--- src/rtl/hog_window_scheduler.sv ---
// Raster-band window sequencer for the HOG datapath: issues 5x14 window coordinates one per
// handshake and counts returned result beats. All outputs are registered.
module hog_window_scheduler #(
  parameter int IMG_W    = 638,
  parameter int IMG_H    = 482,
  parameter int WIN_H    = 5,
  parameter int WIN_W    = 14,
  parameter int ROW_STEP = 3,
  parameter int COL_STEP = 12
) (
  input  logic       i_clk,
  input  logic       i_rst,
  input  logic       i_start,
  input  logic       i_abort,
  input  logic       i_win_ready,
  input  logic       i_res_valid,
  output logic       o_win_valid,
  output logic [8:0] o_win_row,
  output logic [9:0] o_win_col,
  output logic [7:0] o_cnt_row,
  output logic [5:0] o_cnt_col,
  output logic       o_last_col,
  output logic       o_last_win,
  output logic       o_busy,
  output logic       o_done,
  output logic       o_err
);

  localparam int N_BANDS = (IMG_H - WIN_H) / ROW_STEP + 1;
  localparam int N_STEPS = (IMG_W - 1 - (WIN_W - 1)) / COL_STEP + 1;

  localparam logic [9:0]  COL_START = 10'(IMG_W - 1);
  localparam logic [9:0]  COL_DEC   = 10'(COL_STEP);
  localparam logic [8:0]  ROW_INC   = 9'(ROW_STEP);
  localparam logic [5:0]  STEP_PEN  = 6'(N_STEPS - 2);
  localparam logic [7:0]  BAND_LAST = 8'(N_BANDS - 1);
  localparam logic [13:0] RES_TOTAL = 14'(N_BANDS * N_STEPS);

  typedef enum logic [1:0] {S_IDLE, S_RUN, S_DRAIN, S_DONE} state_t;

  state_t      r_state;
  state_t      w_state_nxt;
  logic        r_win_valid, r_busy, r_done, r_err;
  logic        w_win_valid_nxt, w_busy_nxt, w_done_nxt;
  logic [8:0]  r_win_row;
  logic [9:0]  r_win_col;
  logic [7:0]  r_cnt_row;
  logic [5:0]  r_cnt_col;
  logic        r_last_col, r_last_win;
  logic [13:0] r_res_cnt;

  logic w_busy, w_abort, w_accept, w_fire, w_res_inc, w_res_full_nxt;

  assign w_busy    = (r_state == S_RUN) || (r_state == S_DRAIN);
  assign w_abort   = i_abort && w_busy;
  assign w_accept  = (r_state == S_IDLE) && i_start;
  assign w_fire    = r_win_valid && i_win_ready && !w_abort;
  assign w_res_inc = i_res_valid && w_busy && !w_abort;
  // True when the result count will be complete after this edge.
  assign w_res_full_nxt = (r_res_cnt == RES_TOTAL) ||
                          ((r_res_cnt == RES_TOTAL - 14'd1) && w_res_inc);

  always_ff @(posedge i_clk) begin
    if (i_rst) begin
      r_state     <= S_IDLE;
      r_win_valid <= 1'b0;
      r_busy      <= 1'b0;
      r_done      <= 1'b0;
    end else begin
      r_state     <= w_state_nxt;
      r_win_valid <= w_win_valid_nxt;
      r_busy      <= w_busy_nxt;
      r_done      <= w_done_nxt;
    end
  end

  always_comb begin
    w_state_nxt = r_state;
    case (r_state)
      S_IDLE:  if (i_start) w_state_nxt = S_RUN;
      S_RUN: begin
        if (w_abort)                       w_state_nxt = S_IDLE;
        else if (w_fire && r_last_win)     w_state_nxt = w_res_full_nxt ? S_DONE : S_DRAIN;
      end
      S_DRAIN: begin
        if (w_abort)                       w_state_nxt = S_IDLE;
        else if (w_res_full_nxt)           w_state_nxt = S_DONE;
      end
      S_DONE:  w_state_nxt = S_IDLE;
      default: w_state_nxt = S_IDLE;
    endcase
  end

  always_comb begin
    w_win_valid_nxt = (w_state_nxt == S_RUN);
    w_busy_nxt      = (w_state_nxt == S_RUN) || (w_state_nxt == S_DRAIN);
    w_done_nxt      = (w_state_nxt == S_DONE);
  end

  always_ff @(posedge i_clk) begin
    if (i_rst || w_abort || w_accept) begin
      r_win_row  <= '0;
      r_win_col  <= COL_START;
      r_cnt_row  <= '0;
      r_cnt_col  <= '0;
      r_last_col <= 1'b0;
      r_last_win <= 1'b0;
    end else if (w_fire && !r_last_win) begin
      if (r_last_col) begin
        r_win_row  <= r_win_row + ROW_INC;
        r_win_col  <= COL_START;
        r_cnt_row  <= r_cnt_row + 8'd1;
        r_cnt_col  <= '0;
        r_last_col <= 1'b0;
        r_last_win <= 1'b0;
      end else begin
        r_win_col  <= r_win_col - COL_DEC;
        r_cnt_col  <= r_cnt_col + 6'd1;
        r_last_col <= (r_cnt_col == STEP_PEN);
        r_last_win <= (r_cnt_col == STEP_PEN) && (r_cnt_row == BAND_LAST);
      end
    end
  end

  // Result counter saturates at the frame total; any further beat flags overflow.
  always_ff @(posedge i_clk) begin
    if (i_rst) begin
      r_res_cnt <= '0;
      r_err     <= 1'b0;
    end else if (w_accept) begin
      r_res_cnt <= '0;
      r_err     <= 1'b0;
    end else if (w_abort) begin
      r_res_cnt <= '0;
    end else if (w_res_inc) begin
      if (r_res_cnt == RES_TOTAL) r_err     <= 1'b1;
      else                        r_res_cnt <= r_res_cnt + 14'd1;
    end
  end

  assign o_win_valid = r_win_valid;
  assign o_win_row   = r_win_row;
  assign o_win_col   = r_win_col;
  assign o_cnt_row   = r_cnt_row;
  assign o_cnt_col   = r_cnt_col;
  assign o_last_col  = r_last_col;
  assign o_last_win  = r_last_win;
  assign o_busy      = r_busy;
  assign o_done      = r_done;
  assign o_err       = r_err;

endmodule

--- config.mk ---
export PLATFORM = sky130hd
export DESIGN_NAME = hog_window_scheduler
export DESIGN_NICKNAME = d
export VERILOG_FILES = /design/src/rtl/hog_window_scheduler.sv
export SDC_FILE = /design/constraint.sdc
export NUM_CORES = 1
export LEC_CHECK = 0
export ABC_AREA = 1
export ABC_CLOCK_PERIOD_IN_PS = 1730
export BUFFER_PORTS_ARGS = -buffer_cell sky130_fd_sc_hd__buf_2
export CAP_MARGIN = 10
export CORE_AREA = 4 4 79 81
export CTS_CLUSTER_DIAMETER = 60
export DETAILED_ROUTE_END_ITERATION = 7
export DIE_AREA = 0 0 83 85
export GPL_TIMING_DRIVEN = 0
export PLACE_DENSITY = 0.86
export SYNTH_ARGS = -nofsm -noshare
export SYNTH_HDL_FRONTEND = slang
export SYNTH_SLANG_ARGS = --single-unit
--- constraint.sdc ---
create_clock -name i_clk -period 1.73 [get_ports i_clk]
set_input_delay 0.0865 -clock i_clk [delete_from_list [all_inputs] [get_ports i_clk]]
set_output_delay 0.0865 -clock i_clk [all_outputs]
set_load 0.005 [all_outputs]
==> results by group <==
Power and ir drop
  – P_leak: 1.48 nW
  – VDD IR max: 0.531 mV
  – Overall power: 2.23 mW
  – Pwr dens: slightly above 600 nW/µm²

Cells and area
  – FILL cells: 404
  – Layout cell share with drive strength beyond 1: 0.299
  – Most frequent cells in the layout: nand2_1 (58), dfxtp_1 (50), inv_1 (44), buf_2 (43), nor2_1 (33)
  – Multi-input combinational cell area: between 1500 and 2000 µm²
  – Final core occ: 0.658
  – Leading cell type in the layout, fill and taps excluded: nand2_1
  – FF/Latch Area: around 1100 µm²
  – Diode count: 0
  – Area Growth Syn to Fin: 29.3%
  – Fin cells: 527
  – Nets: 474

Timing
  – Worst Hold Margin: 0.00975 ns
  – Fin Clk Skew: 0.0162 ns
  – Fin. max-slew vios: 0
  – Final period util: 1.08
  – Setup violators final: 8
  – Final Hold Vio Count: 0
  – Period minus WS final: 1.87 ns
  – Peak Freq: 535 MHz
  – Worst setup margin: -0.139 ns
  – RSZ-0062 raised after global routing: yes

Worst setup path
  – Critical Path RT: roughly 2.0 ns
  – Max stage delay on crit path: 0.37 ns
  – CP delay by family, top: simple AND/OR/NAND/NOR gates
  – Cell Chain, Critical Path: inv_4, ha_4, nand3_4, nor2_4, nand3_2, nand3_2, nand2_1, nand2_1, nand2_2, nand2_2, inv_2, ha_4, nor2_2
  – Peak fanout along the critical path: 2
  – Kind of critical path: reg -> reg
  – Slowest CP cell: dfxtp_2
  – R2R depth: 13
  – Arrival @ worst endpoint: 2.09 ns
  – Critical path depth: 13
  – Worst setup SP type: flip-flop
  – CP bufs+invs: 2
  – Critical path endpoint category: flip-flop

GRT
  – Vias in the first global route: between 2000 and 3000
  – First-pass GRT wire length: 11.8 mm
  – Gr usage total: 0.198
  – Grt ovf: 0
  – Largest net degree at the start of global routing: 15
  – Initial antenna violation count: 0

Synthesis
  – Post-Syn Nets: 397
  – Post-synth cell types: 34
  – Synth Register Bits: 54
  – Synthesized area: 2780 µm²
  – Yosys warns: 0
  – Avg Inst Size Synth: 7.35 µm²
  – Post-synthesis sequential area ratio: 0.388
  – Syn Inst Count: 379

Routing
  – Drt total wl: 7.78 mm
  – DR vias/cell: 5.49
  – Routed vias: ~2900
  – Post-DRT Antenna Nets: 0
  – Routed wire per std cell: 14.8 µm
  – Drt drc: 0
  – DRT Pass-1 Iters: 5
  – 1st-iter DRT viols: 284

Place
  – Number of port buffers: 43
  – Placed insts: 494
  – Dpl hpwl: 4.56 mm
  – Routability cong.: 0.835

Die
  – Top Ports: 45
  – Core Region: 5470 µm²
  – Starting Density: 0.509
  – Die ar.: between 7000 and 8000 µm²
  – Die width: 83 µm
  – Die H: ~85 µm
  – Std-Cell Rows: 27

Clock tree
  – CTS tree: yes
  – Clk pin slew, worst setup/hold paths: 0.10 ns
  – Clock Tree Root: clkbuf_8
  – Clk sink count: 54
  – Clk_lat worst skew: 0.32 ns
  – Clock Tree Buf Depth: 2
  – H-tree Lvls: 2
  – CTS Buf Count: 5

Status
  – Failing checks: setup timing
  – Status: finished, violations left

Worst hold path
  – Worst Hold Class: in -> reg
  – Hold Crit Depth: 2

Flow run
  – Max-cap violations: 0
## repair_timing
action / 4_1_cts / 5_1_grt
cloned: 0 / 2
pin swaps: 7 / 15
hold buffers: 2 / 0
setup buffers: 14 / 9
setup endpoints to repair: 12 / 38
gates resized for setup: 16 / 46
hold endpoints to repair: 1 / 0
## final timing paths
check,start,endpoint,slack (ns)
setup / recovery,r_state[1]$_SDFF_PP0_,o_busy$_SDFF_PP0_,-0.14
hold / removal,i_rst,o_done$_SDFF_PP0_,0.01
hold reg to reg,o_win_col[0]$_SDFFE_PP1P_,o_win_col[0]$_SDFFE_PP1P_,0.46
setup reg to reg,r_state[1]$_SDFF_PP0_,o_busy$_SDFF_PP0_,-0.14
## registers in the layout, indices dropped and copies added (netlist names)
register / flops
r_res_cnt: 14
o_win_col: 9
o_win_row: 9
o_cnt_row: 8
o_cnt_col: 6
r_state: 2
o_busy: 1
o_done: 1
o_err: 1
o_last_col: 1
o_last_win: 1
o_win_valid: 1
## metrics by stage
stage,setup TNS [ns],worst slack (ns),area (µm²)
after floorplan,0,0.00251,2800
after global placement,-0.246,-0.134,3110
after detailed placement,-0.451,-0.192,3110
after CTS,-0.0349,-0.0343,3370
after global routing,-2.16,-0.206,3600
final,-0.510,-0.139,3600
## cells in the mapped netlist
cell type	count	share of area
nand2_1	63	0.085
dfxtp_1	54	0.39
inv_1	51	0.069
nor2_1	38	0.051
a21oi_1	36	0.065
nand3_1	27	0.049
o21ai_0	20	0.036
nor3_1	16	0.029
ha_1	12	0.054
xor2_1	9	0.028
nand4_1	6	0.013
o21ai_1	5	0.0090
nand2_2	4	0.0090
nor4_1	4	0.0090
buf_4	3	0.0081
nand2_4	3	0.012
nor2_4	3	0.012
a31oi_1	2	0.0045
buf_2	2	0.0036
buf_6	2	0.0081
inv_2	2	0.0027
inv_4	2	0.0045
nor2_2	2	0.0045
o21a_1	2	0.0054
xnor2_1	2	0.0063
a21o_1	1	0.0027
a2bb2oi_1	1	0.0031
and3_1	1	0.0022
conb_1	1	0.0013
nand2_8	1	0.0072
nor2_8	1	0.0072
nor3_4	1	0.0058
or2_0	1	0.0022
or2_2	1	0.0022
## cell families (layout without fill, tap and decap cells)
| logic type | Yosys count | after routing | synth area share |
|---|---|---|---|
| other cells | 1 | 1 | 0.00135 |
| buf+inv | 62 | 138 | 0.0957 |
| fa+ha+maj | 12 | 12 | 0.0539 |
| simple gates | 172 | 172 | 0.301 |
| flops | 54 | 54 | 0.388 |
| compound gates | 67 | 67 | 0.125 |
| xor+xnor | 11 | 11 | 0.0346 |
## per-layer routing
metal	vias to the layer above	wire length (µm)	track usage	part of all wire
li1	1384	-	-	-
met1	1330	3050	0.223	0.39
met2	138	3990	0.357	0.51
met3	39	487	0.0398	0.063
met4	0	261	0.0951	0.034
met5	-	0	0	0
## where the power goes
group / switching, mW / total (mW) / internal [mW]
sequential: 0.00932 / 1.26 / 1.25
combinational: 0.143 / 0.246 / 0.103
clock: 0.409 / 0.719 / 0.310
## cell type report
cell class                 count  share of cell area
inverter                      55              0.0615
sequential                    54               0.302
multi-input combinational    263               0.444
tap                           72              0.0250
clock buffer                   6              0.0229
timing repair buffer          70               0.124
buffer                         7              0.0208
Note: power is estimated with default switching activity, not from simulation.
